## src/rtl/fifo_read_arbiter_pkg.sv

```systemverilog
// Shared definitions for the FIFO read-port arbiter: FSM state encodings
// and requester index constants used by the arbiter and its RR picker.
package fifo_rd_arb_defs;

  typedef enum logic [1:0] {
    S_IDLE  = 2'd0,
    S_RD0   = 2'd1,
    S_BURST = 2'd2
  } state_t;

  localparam logic REQ_SINGLE = 1'b0;
  localparam logic REQ_BURST  = 1'b1;

endpackage

```

## src/rtl/fifo_read_arbiter_rr_arb2.sv

```systemverilog
// Two-input round-robin picker. Remembers which requester was served last
// and, on a tie, favours the other one. last_srv resets to the burst side
// so the single-read requester wins the first tie after reset.
module rr_arb2
  import fifo_rd_arb_defs::*;
(
  input  logic       clk,
  input  logic       i_rst_n,
  input  logic [1:0] i_req,
  input  logic       i_update,
  input  logic       i_served,
  output logic       o_valid,
  output logic       o_grant
);

  logic r_last_srv;

  // Record the requester that just completed service.
  always_ff @(posedge clk) begin
    if (!i_rst_n) begin
      r_last_srv <= REQ_BURST;
    end else if (i_update) begin
      r_last_srv <= i_served;
    end
  end

  // Pick the lone requester, or the one not served last on a tie.
  always_comb begin
    o_valid = |i_req;
    o_grant = REQ_SINGLE;
    if (i_req == 2'b11) begin
      o_grant = ~r_last_srv;
    end else if (i_req[1]) begin
      o_grant = REQ_BURST;
    end
  end

endmodule

```

## src/rtl/fifo_read_arbiter.sv

```systemverilog
// FIFO read-port arbiter between a single-word reader (citaj) and a
// fixed-length burst reader (citajVise). Round-robin on ties, registered
// outputs, no preemption. Optional burst stall timeout is enabled with the
// macro FIFO_RD_ARB_TIMEOUT_EN.
// A burst whose requester drops req1 ends on that cycle without taking a
// further beat, so no word is pulled that nobody will consume.
module fifo_read_arbiter
  import fifo_rd_arb_defs::*;
#(
  parameter int BURST_LEN = 4,
  parameter int BCNT_W    = 4,
  parameter int TIMEOUT   = 8
) (
  input  logic              clk,
  input  logic              rst_edge,
  input  logic              req0,
  input  logic              req1,
  input  logic              fifo_empty,
  output logic              citaj,
  output logic              citajVise,
  output logic              gnt0,
  output logic              gnt1,
  output logic              beat1,
  output logic              burst_done,
  output logic              burst_abort,
  output logic [BCNT_W-1:0] beat_cnt
);

  localparam logic [BCNT_W-1:0] LAST_BEAT = BCNT_W'(BURST_LEN - 1);

  // Reject configurations the counters cannot represent.
  if (BURST_LEN < 1 || BURST_LEN > 15 || BURST_LEN >= (1 << BCNT_W) || TIMEOUT < 1) begin : g_param_check
    $error("fifo_read_arbiter: illegal BURST_LEN/BCNT_W/TIMEOUT");
  end

  state_t            r_state, w_state_next;
  logic [BCNT_W-1:0] r_bcnt, w_bcnt_next;

  logic w_citaj, w_vise, w_gnt0, w_gnt1, w_beat, w_done, w_abort;
  logic w_upd, w_served;
  logic w_arb_valid, w_arb_grant;
  logic w_stall_hit;

  logic              r_citaj, r_vise, r_gnt0, r_gnt1, r_beat, r_done, r_abort;
  logic [BCNT_W-1:0] r_beat_cnt_o;

  rr_arb2 u_rr (
    .clk      (clk),
    .i_rst_n  (rst_edge),
    .i_req    ({req1, req0}),
    .i_update (w_upd),
    .i_served (w_served),
    .o_valid  (w_arb_valid),
    .o_grant  (w_arb_grant)
  );

`ifdef FIFO_RD_ARB_TIMEOUT_EN
  localparam int STALL_W = $clog2(TIMEOUT + 1);

  logic [STALL_W-1:0] r_stall;
  logic [STALL_W-1:0] w_stall_inc;
  logic               w_stalling;

  assign w_stalling  = (r_state == S_BURST) && req1 && fifo_empty;
  assign w_stall_inc = r_stall + 1'b1;
  assign w_stall_hit = w_stalling && (w_stall_inc == STALL_W'(TIMEOUT));

  // Count consecutive empty cycles of a live burst; any beat or exit clears it.
  always_ff @(posedge clk) begin
    if (!rst_edge) begin
      r_stall <= '0;
    end else if (w_stalling && !w_stall_hit) begin
      r_stall <= w_stall_inc;
    end else begin
      r_stall <= '0;
    end
  end
`else
  assign w_stall_hit = 1'b0;
`endif

  // State, beat counter and output registers.
  always_ff @(posedge clk) begin
    if (!rst_edge) begin
      r_state      <= S_IDLE;
      r_bcnt       <= '0;
      r_citaj      <= 1'b0;
      r_vise       <= 1'b0;
      r_gnt0       <= 1'b0;
      r_gnt1       <= 1'b0;
      r_beat       <= 1'b0;
      r_done       <= 1'b0;
      r_abort      <= 1'b0;
      r_beat_cnt_o <= '0;
    end else begin
      r_state      <= w_state_next;
      r_bcnt       <= w_bcnt_next;
      r_citaj      <= w_citaj;
      r_vise       <= w_vise;
      r_gnt0       <= w_gnt0;
      r_gnt1       <= w_gnt1;
      r_beat       <= w_beat;
      r_done       <= w_done;
      r_abort      <= w_abort;
      r_beat_cnt_o <= r_bcnt;
    end
  end

  // Next state and strobe decode; strobes only fire when the FIFO has data.
  always_comb begin
    w_state_next = r_state;
    w_bcnt_next  = r_bcnt;
    w_citaj      = 1'b0;
    w_vise       = 1'b0;
    w_gnt0       = 1'b0;
    w_gnt1       = 1'b0;
    w_beat       = 1'b0;
    w_done       = 1'b0;
    w_abort      = 1'b0;
    w_upd        = 1'b0;
    w_served     = REQ_SINGLE;
    case (r_state)
      S_IDLE: begin
        if (w_arb_valid) begin
          w_state_next = (w_arb_grant == REQ_BURST) ? S_BURST : S_RD0;
        end
      end
      S_RD0: begin
        if (!fifo_empty) begin
          w_citaj      = 1'b1;
          w_gnt0       = 1'b1;
          w_upd        = 1'b1;
          w_served     = REQ_SINGLE;
          w_state_next = S_IDLE;
        end
      end
      S_BURST: begin
        w_gnt1 = 1'b1;
        if (!req1 || w_stall_hit) begin
          w_abort      = 1'b1;
          w_bcnt_next  = '0;
          w_upd        = 1'b1;
          w_served     = REQ_BURST;
          w_state_next = S_IDLE;
        end else if (!fifo_empty) begin
          w_vise = 1'b1;
          w_beat = 1'b1;
          if (r_bcnt == LAST_BEAT) begin
            w_done       = 1'b1;
            w_bcnt_next  = '0;
            w_upd        = 1'b1;
            w_served     = REQ_BURST;
            w_state_next = S_IDLE;
          end else begin
            w_bcnt_next = r_bcnt + 1'b1;
          end
        end
      end
      default: begin
        w_state_next = S_IDLE;
        w_bcnt_next  = '0;
      end
    endcase
  end

  assign citaj       = r_citaj;
  assign citajVise   = r_vise;
  assign gnt0        = r_gnt0;
  assign gnt1        = r_gnt1;
  assign beat1       = r_beat;
  assign burst_done  = r_done;
  assign burst_abort = r_abort;
  assign beat_cnt    = r_beat_cnt_o;

endmodule

```

## config.mk

```make
export PLATFORM = sky130hd
export DESIGN_NAME = fifo_read_arbiter
export DESIGN_NICKNAME = d
export VERILOG_FILES = /design/src/rtl/fifo_read_arbiter_pkg.sv /design/src/rtl/fifo_read_arbiter_rr_arb2.sv /design/src/rtl/fifo_read_arbiter.sv
export SDC_FILE = /design/constraint.sdc
export NUM_CORES = 1
export LEC_CHECK = 0
export ABC_AREA = 1
export BUFFER_PORTS_ARGS = -buffer_cell sky130_fd_sc_hd__buf_2
export CORE_MARGIN = 2
export CORE_UTILIZATION = 39
export CTS_CLUSTER_SIZE = 12
export DETAILED_ROUTE_END_ITERATION = 12
export GPL_ROUTABILITY_DRIVEN = 0
export GPL_TIMING_DRIVEN = 1
export SLEW_MARGIN = 40
export SYNTH_ARGS = -nofsm -noshare
export SYNTH_HDL_FRONTEND = slang
export SYNTH_SLANG_ARGS = --single-unit
export TNS_END_PERCENT = 10
```

## constraint.sdc

```tcl
create_clock -name clk -period 1.6 [get_ports clk]
set_clock_uncertainty 0.05 [all_clocks]
set_input_delay 0 -clock clk [delete_from_list [all_inputs] [get_ports clk]]
set_output_delay 0 -clock clk [all_outputs]
set_load 0.005 [all_outputs]
```

* After elaboration in Yosys (flattened, before gate mapping)
Index checks and enable logic that the tools add are counted.
** Operators by class
- Reductions and logical operators :: 8
- Equal/unequal tests :: 8
- Bitwise logic cells :: 2
- Add/subtract/negate cells :: 1
- Multiplexer cells :: 21
** Operators by type and width (count)
- two-way mux 2 bit :: 6
- two-way mux 4 bit :: 3
- two-way mux 1 bit :: 9
- one-hot mux 4 bit (2 select lines) :: 1
- != test 3 bit, second input constant :: 2
- one-hot mux 2 bit (3 select lines) :: 1
- AND reduction 2 bit :: 3
- adder 4 x 1 -> 4 bit, second input constant :: 1
- == test 2 bit, second input constant :: 2
- == test 4 x 2 -> 1 bit, second input constant :: 1
- AND reduction 4 bit :: 1
- OR reduction 2 bit :: 2
- AND reduction 3 bit :: 1
- == test 2 x 1 -> 1 bit, second input constant :: 1
- logical NOT 2 bit :: 1
- != test 2 x 1 -> 1 bit, second input constant :: 1
- != test 2 bit, second input constant :: 1
- inverter 1 bit :: 2
- one-hot mux 1 bit (2 select lines) :: 1
** Storage, ports and cells
- Word-level logic and storage cells :: 49
- Input port bits :: 5
- Output and inout bits :: 11
- Register bits :: 16

* Logic depth before layout (Yosys ltp)
Gate-level depths: netlist of the first run.
- Depth in word-level cells :: 5
- Depth in mapped cells :: 9
- Mapped depth without buffers :: 9

* Cells and area by module
Synthesis of the first run repeated with hierarchy kept, for this count alone.
** Unflattened totals
- Cells, all modules :: 101
- Area, all modules :: 762.0 µm²
** Modules (own cells, without submodules)
- fifo_read_arbiter :: sequential area each 300.3 µm², times used 1, area each 711.9 µm², cells an instance 94
- rr_arb2 :: sequential area each 20.0 µm², times used 1, area each 50.0 µm², cells an instance 7

* Worst setup path before layout of the first run
OpenSTA, ideal clock, no wires.
- Path kind :: register to register
- From :: register r_state[0]
- To :: register r_bcnt[0]
- Setup time :: 0.119 ns
- Stages on the path, launching flop included :: 7
- Slack :: 0.343 ns
- Buffers on the path :: 0
- Arrival time :: 1.088 ns
- Clock period less this slack :: 1.257 ns
- Required time :: 1.431 ns
- Cell sequence :: dfxtp_1 inv_1 ha_1 nand3_4 nand3_4 o21ai_2 nor2_1
** On the way
- Word-level cells in the longest chain between the ends :: 4
- Elaborated cells on any way between the ends :: 8
- Those cells by class :: eq/ne: 3; mux: 1; bitwise: 1; reduce/logical: 3
** RTL lines
- from (decl) :: RTL line fifo_read_arbiter.sv:36 : state_t r_state, w_state_next;
- from (signal assigned) :: RTL line fifo_read_arbiter.sv:96 : r_state <= w_state_next;
- == test 2 x 1 -> 1 bit / logical NOT 2 bit (equally long branches) :: RTL line fifo_read_arbiter.sv:122 : case (r_state)
- OR reduction 2 bit (no line)
- inverter 1 bit (no line)
- AND reduction 2 bit (no line)
- to (signal assigned) :: RTL line fifo_read_arbiter.sv:97 : r_bcnt <= w_bcnt_next;
- to (decl) :: RTL line fifo_read_arbiter.sv:37 : logic [BCNT_W-1:0] r_bcnt, w_bcnt_next;
Parallel ways exist; a longest one is shown, timed or not.
A chain may end at the register's enable or synchronous reset.

* Worst setup path after layout of the first run
Ends and elaborated chain as after synthesis.

==> impl_metrics.yaml, run 1 <==
cts:
  cts_root_buffer: "clkbuf_4"
  cts_hold_buf: 3
  numCtsBuffers: 3
  cts_tree: "done"
  clkTransAtPathRegs_ps: 100
  cts_max_level: 1
  clockBufferDepth: 2
  ctsResizeCount: 0
  clock-sinks: 16
  clk_latency_ps: 280
  cts_setup_buffers: 0
sta:
  worst_pin_slew_ps: 231.1
  relSlewSlack_pct: 84.59
  fmax_mhz: 720.6
  tns_ps: 0
  period_share_pct: 86.73
  hold_viol: 0
  finalSetupViolations: 0
  slew_violations: 0
  rsz0062_at_grt: "no"
  layout_setup_ws_ps: 212.4
  fin_crit_ps: 1388
power:
  power_frac_seq_pct: 40.7
  power.internal_uw: 759.3
  comb_power_share_pct: 37.2
  leakage_uw: 0.0004706
  p_sw_uw: 447.2
  peakVddDrop_uv: 691.9
  p_clk_share_pct: 22.1
  power.share.switching_pct: 37.06
  p_total_uw: 1206
  powerDensity_nw_per_um2: 1334
synthesis:
  yosysUniqueCellTypes: 21
  syn-num-nets: 108
  synth_top_family_by_area: "simple AND/OR/NAND/NOR gates"
  syn-cell-area_um2: 762.0
  yosys-mux-area-fraction_pct: 0
  synthXorXnorAreaFrac_pct: 0
  synth_fa_ha_area_share_pct: 6.568
  synth_seq_area_share_pct: 42.04
  postSynthCellCount: 99
  synth_compound_area_share_pct: 6.240
  ys_warn_count: 0
  synth_area_per_cell_um2: 7.697
  yosys.area_share.simple_pct: 33.33
  ys_ff_latch: 16
global_route:
  grt_pass1_vias: 529
  grt_first_pass_wirelength_mm: 2.132
  antenna_found_initial: 0
  grt_start_max_net_pins: 11
  grtUsageTotal_pct: 13.67
  grt_overflow_total: 0
flow_run:
  max-cap-violations: 0
critical_path:
  start_kind: "register"
  r2r_end: "r_bcnt[0]$_SDFFE_PN0P_"
  rrSetupSlack_ps: 210
  path_class: "register to register"
  timing.rr.start: "r_state[0]$_SDFFE_PN0P_"
  cp_max_fo: 6
  cp_data_required_time_ps: 1730
  endpoint_kind: "register"
  reg2reg_depth: 6
  worstPathArrival_ps: 1510
  startpoint: "r_state[0]$_SDFFE_PN0P_"
place:
  place_ws_ps: 226.3
  io_buffer_count: 15
  hpwl_mm: 1.013
drt:
  drt-met1-wl_um: 631
  top_layer: "met4"
  dr_total_vias: 629
  ant_nets: 0
  routed_wirelength_mm: 1.293
  vias_per_cell: 4.430
  wl_per_cell_um: 9.106
  routed-wl-met3_um: 54
  drc: 0
  wl_met2_um: 588
  drt_iter0_drc: 9
  dr.pass1.iters: 4
floorplan:
  io_pins: 16
  dieWidth_um: 48.20
  design.die.area_um2: 2323
  rows: 15
  floorplan.initialDensity_pct: 42.74
  die_h_um: 48.20
  core_area_um2: 1783
finish:
  seq_area_um2: 320.3
  layout-drive-gt1-share_pct: 25.64
  fin_nets: 127
  multi_input_area_um2: 351.6
  synthToLayoutAreaGrowth_pct: 18.72
  diodes: 0
  fill_cells: 166
min_path:
  hold-path-endpoint: "r_state[1]$_SDFFE_PN0P_"
  hp-class: "primary input to register"
  whs_path_depth: 6
  min_from: "req0"
run_status:
  run_status: "completed"
per-layer routing:
layer	vias up	global-route usage, %
met5	-	0
met4	0	10.27
met3	2	3.333
met2	12	21.32
met1	275	16.04
li1	340	-
layout make-up:
class / instances / share of cell area [%]
Multi-Input combinational cell: 63 / 38.87
Sequential cell: 16 / 35.41
Timing Repair Buffer: 18 / 11.62
Inverter: 16 / 6.639
Clock buffer: 4 / 4.011
Tap cell: 25 / 3.458
through the flow:
step                      hold WS [ps]  util [%]  cell area [µm²]  cells
after global placement           245.5     47.02            838.3    135
after CTS                        104.0     50.74            904.6    142
after global routing             147.0     50.74            904.6    142
final                            110.6     50.74            904.6    142
after detailed placement         248.6     47.02            838.3    135
after floorplan                  27.02         -            762.0     99
critical path, stage by stage, from the launching register on:
cell and delay, ps:
dfxtp_1 360, inv_1 70, ha_1 280, nand3_4 130, nand3_4 100, o21ai_2 210
nor2_1 70
Yosys cell counts:
cell type / instances / area [µm²]
a21oi_2: 1 / 8.760
buf_4: 4 / 30.03
dfxtp_1: 16 / 320.3
ha_1: 4 / 50.05
inv_1: 13 / 48.80
inv_2: 3 / 11.26
nand2_1: 24 / 90.09
nand2_2: 1 / 6.260
nand3_1: 6 / 30.03
nand3_2: 1 / 10.01
nand3_4: 2 / 35.03
nand4_1: 1 / 6.260
nor2_1: 13 / 48.80
nor2_2: 1 / 6.260
nor3_1: 1 / 5.000
nor3_2: 1 / 10.01
nor4_1: 1 / 6.260
o21ai_0: 1 / 5.000
o21ai_1: 2 / 10.01
o21ai_2: 1 / 8.760
o21bai_1: 2 / 15.01
power groups by stage:
| stage | Sequential (µW) | Combinational [µW] | Clock, µW |
|---|---|---|---|
| after CTS | 491 | 452 | 278 |
| after detailed placement | 501 | 447 | 0 |
| final | 491 | 449 | 266 |
| after global routing | 500 | 512 | 289 |
| after floorplan | 496 | 358 | 0 |
| after global placement | 500 | 441 | 0 |
how the worst max path moves through the flow:
stage                                    endpoint  slack (ps)  depth (start not counted)
after floorplan            r_bcnt[0]$_SDFFE_PN0P_         340                          6
after global placement     r_bcnt[3]$_SDFFE_PN0P_         280                          6
after detailed placement   r_bcnt[0]$_SDFFE_PN0P_         230                          6
after CTS                  r_bcnt[0]$_SDFFE_PN0P_         210                          6
after global routing      r_state[0]$_SDFFE_PN0P_         110                          8
final                      r_bcnt[0]$_SDFFE_PN0P_         210                          6
flip-flops by register name (all words and copies together) (netlist names):
register,cells
burst_abort,1
gnt1,1
r_state,2
r_bcnt,4
burst_done,1
gnt0,1
beat1,1
beat_cnt,4
u_rr.r_last_srv,1
cells by family (layout without fill, tap and decap cells):
group,Yosys count,after routing
compound gates,7,7
fa+ha+maj,4,4
buf+inv,20,38
flops,16,16
simple gates,52,52
cells in the final DEF (no fill, tap or decap), types with 2 or more instances in the layout:
cell type / count
nand2_1: 24
dfxtp_1: 16
buf_2: 15
inv_1: 13
nor2_1: 13
nand3_1: 6
ha_1: 4
inv_2: 3
clkbuf_4: 3
dlygate4sd3_1: 3
nand3_4: 2
o21bai_1: 2
o21ai_1: 2
Power figures use the tool's default switching activity.
==> inputs of run 2 (changes only) <==
==> constraint.sdc (replaced) <==
create_clock -name clk -period 1.4 [get_ports clk]
set_clock_uncertainty 0.05 [all_clocks]
set_input_delay 0 -clock clk [delete_from_list [all_inputs] [get_ports clk]]
set_output_delay 0 -clock clk [all_outputs]
set_load 0.005 [all_outputs]
==> impl_metrics.yaml, run 2 (same netlist as run 1, synthesis figures left out) <==
run_status:
  run_status: "completed"
critical_path:
  endpoint_kind: "register"
  max_stage_delay_ps: 340
  reg2reg_depth: 7
  rrSetupSlack_ps: 80
  crit_chain: "inv_1, ha_2, nand2_2, a21oi_4, nor2_1, nor2_1, nor2_1"
  crit_path_frequent_cell: "nor2_1"
  startpoint: "r_state[0]$_SDFFE_PN0P_"
  r2r_end: "r_state[1]$_SDFFE_PN0P_"
  worstPathArrival_ps: 1460
  slowest_stage: "dfxtp_2"
  cp_data_required_time_ps: 1540
  start_kind: "register"
  path_class: "register to register"
  critPathCapture: "r_state[1]$_SDFFE_PN0P_"
  cp_max_fo: 4
  timing.rr.start: "r_state[0]$_SDFFE_PN0P_"
global_route:
  grt_first_pass_wirelength_mm: 2.083
  grt_pass1_vias: 513
  grt_overflow_total: 0
  antenna_found_initial: 0
  grtUsageTotal_pct: 13.34
  grt_start_max_net_pins: 11
place:
  dp.cells: 136
  hpwl_mm: 1.022
  place_ws_ps: 24.61
  io_buffer_count: 15
finish:
  fin_nets: 128
  final_common_cell: "nand2_1"
  synthToLayoutAreaGrowth_pct: 22.66
  final_cell_mix: "24 x nand2_1, 15 x buf_2, 14 x dfxtp_1, 13 x inv_1, 13 x nor2_1"
  fin_util_pct: 52.42
  fin_cells: 143
  layout-drive-gt1-share_pct: 29.66
  fill_cells: 176
  diodes: 0
power:
  power.internal_uw: 908.1
  p_sw_uw: 514.6
  peakVddDrop_uv: 959.7
  power_frac_seq_pct: 39.0
  p_clk_share_pct: 20.8
  p_total_uw: 1423
  powerDensity_nw_per_um2: 1522
  leakage_uw: 0.0004765
  power.share.switching_pct: 36.17
  comb_power_share_pct: 40.2
floorplan:
  dieWidth_um: 48.20
  floorplan.initialDensity_pct: 42.74
  io_pins: 16
  core_area_um2: 1783
  design.die.area_um2: 2323
  rows: 15
  die_h_um: 48.20
cts:
  clkTransAtPathRegs_ps: 90
  numCtsBuffers: 3
  cts_setup_buffers: 0
  clk_latency_ps: 280
  cts_root_buffer: "clkbuf_4"
  cts_max_level: 1
  clockBufferDepth: 2
  clock-sinks: 16
  cts_tree: "done"
sta:
  layout_setup_ws_ps: 79.91
  period_share_pct: 94.29
  fmax_mhz: 757.5
  fin_crit_ps: 1320
  hold_viol: 0
  worst_pin_slew_ps: 227.3
  slew_violations: 0
  relSlewSlack_pct: 84.71
  finalSetupViolations: 0
drt:
  drt_iter0_drc: 18
  vias_per_cell: 4.420
  routed_wirelength_mm: 1.288
  drc: 0
  dr.pass1.iters: 4
  ant_nets: 0
  wl_per_cell_um: 9.007
  dr_total_vias: 632
min_path:
  hp-class: "primary input to register"
flow_run:
  max-cap-violations: 0
## run 2: cell count changes in the layout (fill, tap and decap cells not counted), sizes merged
cell and change:
buf +1
## run 2: power by group through the flow
| stage | Sequential, µW | Clock, µW | Combinational [µW] |
|---|---|---|---|
| floorplan | 567 | 0 | 409 |
| detailed placement | 560 | 0 | 537 |
| CTS | 550 | 307 | 544 |
| global route | 566 | 329 | 656 |
| global placement | 559 | 0 | 539 |
| finish | 555 | 297 | 571 |
## run 2: metal layers
metal | routed length, µm | up-vias | share of wire [%] | global-route usage, %
met3 | 80 | 4 | 6.2 | 5.556
li1 | - | 340 | - | -
met4 | 24 | 0 | 1.9 | 6.486
met1 | 594 | 273 | 46 | 16.22
met2 | 588 | 15 | 46 | 20.26
met5 | 0 | - | 0 | 0
## run 2: repair_timing
item	CTS	global route
gates resized for setup	0	6
endpoints found under the hold margin	9	0
hold buffers	3	0
setup endpoints to repair	0	6
## run 2: through the flow
step,TNS [ps],area [µm²],hold WS [ps]
6_report,0,934.6,96.19
2_1_floorplan,0,762.0,27.02
3_3_place_gp,0,845.8,246.0
4_1_cts,0,912.1,105.5
5_1_grt,-28.48,934.6,148.9
3_5_place_dp,0,845.8,243.5
## run 2: layout make-up
cell class | instances | area, µm² | share of cell area, %
Clock buffer | 4 | 36.28 | 3.882
Tap cell | 25 | 31.28 | 3.347
Inverter | 16 | 60.06 | 6.426
Multi-Input combinational cell | 63 | 371.6 | 39.76
Timing Repair Buffer | 19 | 112.6 | 12.05
Sequential cell | 16 | 322.8 | 34.54
## run 2: worst min path at each step
| stage | startpoint | end | cells past startpoint |
|---|---|---|---|
| 3_5_place_dp | fifo_empty | gnt0$_SDFF_PN0_ | 2 |
| 6_report | req0 | r_state[1]$_SDFFE_PN0P_ | 6 |
| 3_3_place_gp | fifo_empty | gnt0$_SDFF_PN0_ | 2 |
| 4_1_cts | req0 | r_state[1]$_SDFFE_PN0P_ | 6 |
| 2_1_floorplan | fifo_empty | gnt0$_SDFF_PN0_ | 1 |
| 5_1_grt | req0 | r_state[1]$_SDFFE_PN0P_ | 6 |
## run 2: worst max-delay path: cells and delay by family (launching register included)
kind	cells	cell delay, ps
compound gates	1	160
fa+ha+maj	1	260
buf+inv	1	90
flops	1	340
simple gates	4	330
